`src/rtl/press_classifier_pkg.sv`:
```
// Shared definitions for the press classifier: FSM state encoding and default tick counts.
package press_classifier_pkg;

    // Gesture FSM states.
    typedef enum logic [2:0] {
        StIdle     = 3'd0,
        StPressed  = 3'd1,
        StLongHeld = 3'd2,
        StWaitGap  = 3'd3,
        StSecond   = 3'd4
    } state_e;

    // Defaults for a 100 MHz clock; top-level wrappers may reuse these.
    localparam int unsigned DefLongTicks   = 50_000_000;
    localparam int unsigned DefGapTicks    = 25_000_000;
    localparam int unsigned DefRepeatTicks = 10_000_000;
    localparam int unsigned DefCntW        = 27;

endpackage

```
`src/rtl/press_timer.sv`:
```
// Clearable up-counter with an equality terminal compare against a supplied limit.
module press_timer #(
    parameter int unsigned CNT_W = 27
) (
    input  logic             clk,
    input  logic             reset_n,
    input  logic             clr_i,
    input  logic             en_i,
    input  logic [CNT_W-1:0] limit_i,
    output logic             done_o
);

    logic [CNT_W-1:0] cnt_q, cnt_d;

    // Next count: clear has priority over increment.
    always_comb begin
        cnt_d = cnt_q;
        if (clr_i) begin
            cnt_d = '0;
        end else if (en_i) begin
            cnt_d = cnt_q + 1'b1;
        end
    end

    // Counter register.
    always_ff @(posedge clk or negedge reset_n) begin
        if (!reset_n) begin
            cnt_q <= '0;
        end else begin
            cnt_q <= cnt_d;
        end
    end

    assign done_o = (cnt_q == limit_i);

endmodule

```
`src/rtl/press_classifier.sv`:
```
// Classifies debounced button edge pulses into short, long and double presses.
// Optional macro AUTO_REPEAT_EN adds a periodic repeat_pulse while a long hold continues;
// without it repeat_pulse is tied low.
module press_classifier
    import press_classifier_pkg::*;
#(
    parameter int unsigned LONG_TICKS   = DefLongTicks,
    parameter int unsigned GAP_TICKS    = DefGapTicks,
    parameter int unsigned REPEAT_TICKS = DefRepeatTicks,
    parameter int unsigned CNT_W        = DefCntW
) (
    input  logic clk,
    input  logic reset_n,
    input  logic p_edge,
    input  logic n_edge,
    output logic short_press,
    output logic long_press,
    output logic double_press,
    output logic hold_active,
    output logic repeat_pulse
);

    // The timer starts at 0 in the first cycle of a state, so the decision cycle
    // (one before the registered pulse) sees a count of TICKS-2.
    localparam logic [CNT_W-1:0] LongLimit = CNT_W'(LONG_TICKS - 2);
    localparam logic [CNT_W-1:0] GapLimit  = CNT_W'(GAP_TICKS - 2);

    // Elaboration-time sanity check of the tick parameters.
    if (LONG_TICKS < 2 || GAP_TICKS < 2 || REPEAT_TICKS < 1) begin : g_bad_ticks
        $error("press_classifier: tick parameters below their minimum");
    end

    state_e state_q, state_d;
    logic   press_ev, release_ev;
    logic   tmr_clr, tmr_en, tmr_done;
    logic [CNT_W-1:0] tmr_limit;
    logic   short_d, short_q;
    logic   long_d, long_q;
    logic   double_d, double_q;
    logic   hold_d, hold_q;

    // Simultaneous press and release is illegal upstream; treat it as no event.
    assign press_ev   = p_edge & ~n_edge;
    assign release_ev = n_edge & ~p_edge;

    // Timer runs only while timing a press or a gap, and restarts on every state entry.
    assign tmr_en    = (state_q == StPressed) || (state_q == StWaitGap);
    assign tmr_clr   = (state_d != state_q) || !tmr_en;
    assign tmr_limit = (state_q == StWaitGap) ? GapLimit : LongLimit;

    press_timer #(
        .CNT_W (CNT_W)
    ) u_press_timer (
        .clk     (clk),
        .reset_n (reset_n),
        .clr_i   (tmr_clr),
        .en_i    (tmr_en),
        .limit_i (tmr_limit),
        .done_o  (tmr_done)
    );

    // Gesture FSM next state and pulse decisions.
    always_comb begin
        state_d  = state_q;
        short_d  = 1'b0;
        long_d   = 1'b0;
        double_d = 1'b0;
        unique case (state_q)
            StIdle: begin
                if (press_ev) state_d = StPressed;
            end
            StPressed: begin
                // A release on the threshold cycle beats the long press.
                if (release_ev) begin
                    state_d = StWaitGap;
                end else if (tmr_done) begin
                    long_d  = 1'b1;
                    state_d = StLongHeld;
                end
            end
            StLongHeld: begin
                if (release_ev) state_d = StIdle;
            end
            StWaitGap: begin
                if (press_ev) begin
                    state_d = StSecond;
                end else if (tmr_done) begin
                    short_d = 1'b1;
                    state_d = StIdle;
                end
            end
            StSecond: begin
                if (release_ev) begin
                    double_d = 1'b1;
                    state_d  = StIdle;
                end
            end
            default: state_d = StIdle;
        endcase
    end

    // hold_active rises the cycle after long_press and falls the cycle after the release.
    assign hold_d = (state_q == StLongHeld) && (state_d == StLongHeld);

    // State and registered outputs.
    always_ff @(posedge clk or negedge reset_n) begin
        if (!reset_n) begin
            state_q  <= StIdle;
            short_q  <= 1'b0;
            long_q   <= 1'b0;
            double_q <= 1'b0;
            hold_q   <= 1'b0;
        end else begin
            state_q  <= state_d;
            short_q  <= short_d;
            long_q   <= long_d;
            double_q <= double_d;
            hold_q   <= hold_d;
        end
    end

    assign short_press  = short_q;
    assign long_press   = long_q;
    assign double_press = double_q;
    assign hold_active  = hold_q;

`ifdef AUTO_REPEAT_EN
    localparam logic [CNT_W-1:0] RepLimit = CNT_W'(REPEAT_TICKS - 1);

    logic rep_in_hold, rep_clr, rep_done, rep_d, rep_q;

    // Repeat counter is zero in the long_press cycle and restarts after each pulse.
    assign rep_in_hold = (state_q == StLongHeld);
    assign rep_clr     = !rep_in_hold || rep_done;
    assign rep_d       = rep_in_hold && !release_ev && rep_done;

    press_timer #(
        .CNT_W (CNT_W)
    ) u_repeat_timer (
        .clk     (clk),
        .reset_n (reset_n),
        .clr_i   (rep_clr),
        .en_i    (rep_in_hold),
        .limit_i (RepLimit),
        .done_o  (rep_done)
    );

    // Registered repeat pulse.
    always_ff @(posedge clk or negedge reset_n) begin
        if (!reset_n) begin
            rep_q <= 1'b0;
        end else begin
            rep_q <= rep_d;
        end
    end

    assign repeat_pulse = rep_q;
`else
    assign repeat_pulse = 1'b0;
`endif

endmodule

```
`config.mk`:
```
export PLATFORM = sky130hd
export DESIGN_NAME = press_classifier
export DESIGN_NICKNAME = d
export VERILOG_FILES = /design/src/rtl/press_classifier_pkg.sv /design/src/rtl/press_timer.sv /design/src/rtl/press_classifier.sv
export SDC_FILE = /design/constraint.sdc
export NUM_CORES = 1
export LEC_CHECK = 0
export ABC_AREA = 1
export CORE_ASPECT_RATIO = 1.4
export CORE_MARGIN = 2
export CORE_UTILIZATION = 60
export CTS_BUF_LIST = sky130_fd_sc_hd__clkbuf_8
export DETAILED_ROUTE_END_ITERATION = 10
export MAX_ROUTING_LAYER = met4
export PLACE_DENSITY = 0.89
export SLEW_MARGIN = 20
export SYNTH_ARGS = -nofsm -noshare
export SYNTH_HDL_FRONTEND = slang
export SYNTH_SLANG_ARGS = --single-unit
```
`constraint.sdc`:
```
create_clock -name clk -period 2.7 [get_ports clk]
set_clock_uncertainty 0.2 [all_clocks]
set_input_delay 0.675 -clock clk [delete_from_list [all_inputs] [get_ports clk]]
set_output_delay 0.675 -clock clk [all_outputs]
set_load 0.02 [all_outputs]
```
==> results.md <==
* FF+latch count, synth at 34
* Synthesized instance count at 260
* PnR worst setup slack at 549.4 ps
* Hpwl dp at 3.011 mm
* Vias in the first global route at ~1,700
* Status: completed
* GRT overflow at 0
* Core Area at about 3300 um2
* DP Worst Slack at 229.1 ps
* # resized after CTS at 0
* Crit Path Class: in -> reg
* Clk root buf: clkbuf_8
* DR WL/cell at 12.51 um
* Largest net degree at the start of global routing at 35
* Max clock buf depth at 2
* Synthesized net count at around 270
* Post-Place Cells at 305
* GRT Overall Usage at 24.83%
* Pre-antenna DRT Iters at 4
* Drt via density at ~5.3
* Total setup buffers inserted after CTS at 0
* Die Ht at 72.73 um
* Cts hold-fix bufs at 0
* Cell area after layout at 2201 um2
* NumNets Final at approximately 280
* 1st-iter DRT viols at 62
* Type of the worst min-delay path: reg -> reg
* Worst skew pair latency at 290 ps
* CTS H-tree depth at 2
* Crit path launch type: primary input
* Maximum VDD drop at 0.5277 mV
* Clock Power Share at 28.5%
* Area of the mapped netlist at 2024 um2
* Sequential group share of total power at 45.3%
* Achievable Freq at 465.0 MHz
* Seq/Total Area, Yosys at 42.03%
* Final Non-Filler Cells at 313
* Net Sw Power at between 0.4 and 0.5 mW
* Post-route minimum period at 2151 ps
* DRC at 0
* Pleak at 0.8880 nW
* IO Count at 9
* Syn Area/Cell at between 7 and 8 um2
* Cell Area, Placed at 2110 um2
* Net Sw Frac at 36.13%
* Internal power at 0.8457 mW
* Yosys cell types at 25
* Critical Path Sink Type: flop
* Row count at 25
* Power Dens Cells at 601.6 nW/um2
* Fin. max-slew vios at 0
* Vias at roughly 1,600
* Drt total wl at 3.915 mm
* Die W at 53.09 um
* Final setup violating endpoints at 0
* Warnings from Yosys at 0
* PortBufs at 7
* Die area at between 3000 and 4000 um2
* Final Hold Viols at 0
* Worst-path clk slew at 60 ps
* GPL Wtd Cong at 0.9708
* Most frequent cells in the layout: 54 x nand2_1, 49 x nor2_1, 34 x dfrtp_1
* Unrepaired setup endpoints after global routing: false
* Combinational share of power at 26.2%
* Reg2Reg Setup Slack at 570 ps
* Max FO, Critical Path at 27
* DRT antenna net count at 0
* First-pass GRT wire length at 6.851 mm
* Req. time, crit path at 2660 ps
* Area grow syn2layout at 8.714%
* Data arrival, critical path at 2110 ps
* Antenna violations before repair at 0
* Layout cell share with drive strength beyond 1 at about an eighth
* Initial Util at ~61%
* Period utilisation layout at 79.65%
* Most common cell after layout, fill and taps aside: nand2_1
* Antenna Diode Count at 0
* Inserted Clock Buffers at 5
* Max capacitance violation total at 0
* CTS tree: built
* Setup tns final at 0 ps
* Clock sinks at 34
==> power groups by stage <==
stage          clock (mW)  sequential (mW)  combinational, mW
2_1_floorplan           0            0.605              0.353
3_3_place_gp            0            0.608              0.345
3_5_place_dp            0            0.611              0.355
4_1_cts             0.388            0.602              0.356
5_1_grt             0.406            0.607              0.389
6_report            0.377            0.600              0.347
==> routing by layer <==
layer  GRT usage, %  up-vias  wire, um
met1          25.76      769      1582
met2          43.19       37      2081
met4          11.97        0       119
met3          5.533       13       132
met5              -        -         0
li1               -      825         -
==> flip-flops by register name, indices dropped and copies added, names as in the netlist <==
signal and cells:
u_press_timer.cnt_q 27, state_q 3, double_press 1, hold_active 1, long_press 1, short_press 1
==> final timing paths <==
check                                            start                       to  depth (start not counted)
worst max-delay path                            p_edge  u_press_timer.cnt_q[15]                          8
worst min-delay path            u_press_timer.cnt_q[0]   u_press_timer.cnt_q[0]                          1
worst max register to register  u_press_timer.cnt_q[0]  u_press_timer.cnt_q[15]                         11
worst min register to register  u_press_timer.cnt_q[0]   u_press_timer.cnt_q[0]                          1
max in group asynchronous                      reset_n   u_press_timer.cnt_q[1]                          2
min in group asynchronous                      reset_n  u_press_timer.cnt_q[11]                          2
==> stage by stage <==
stage / utilization (%) / power (mW) / hold slack [ps]
2_1_floorplan: - / 0.9587 / 179.4
3_3_place_gp: 63.62 / 0.9530 / 290.1
3_5_place_dp: 63.62 / 0.9660 / 298.2
4_1_cts: 66.38 / 1.346 / 310.1
5_1_grt: 66.38 / 1.402 / 338.5
6_report: 66.38 / 1.324 / 305.0
==> cells by family after synthesis <==
kind of cell	count (synthesis)	share of synthesized area, %
buffers and inverters	34	7.849
adders and majority gates	2	1.236
and+or+nand+nor	160	36.77
DFF	34	42.03
xor gates and xnor gates	25	10.82
AOI/OAI and AO/OA	4	1.112
other	1	0.1852
==> area by class of cell <==
class                   instances  area, um2
well taps                      40      50.05
clock inverters                 2      8.758
inverters                      31      116.4
fillers                       295       1115
clock buffers                   6      82.58
flip-flops and latches         34      850.8
multi-input cells             192       1015
repair buffers                  8      77.57
==> critical path, stage by stage <==
cell	delay, ps
clkdlybuf4s50_1	460
inv_1	60
nor2_1	220
nor2_1	90
nand2_1	110
nand2_2	80
nand3_4	310
nor2_1	90
==> Yosys cell counts, drive strengths merged <==
| library cell | n | area share, % |
|---|---|---|
| nand2 | 58 | 11 |
| nand4 | 3 | 0.93 |
| a21oi | 3 | 0.74 |
| nor4 | 2 | 0.62 |
| nor3 | 14 | 3.5 |
| dfrtp | 34 | 42 |
| buf | 3 | 2.1 |
| nand3 | 14 | 4.6 |
| conb | 1 | 0.19 |
| nor3b | 1 | 0.37 |
| xnor2 | 6 | 2.6 |
| nor2 | 66 | 15 |
| inv | 31 | 5.7 |
| ha | 2 | 1.2 |
| o21bai | 1 | 0.37 |
| xor2 | 19 | 8.2 |
| nand3b | 2 | 0.74 |
Power figures use the tool's default switching activity.
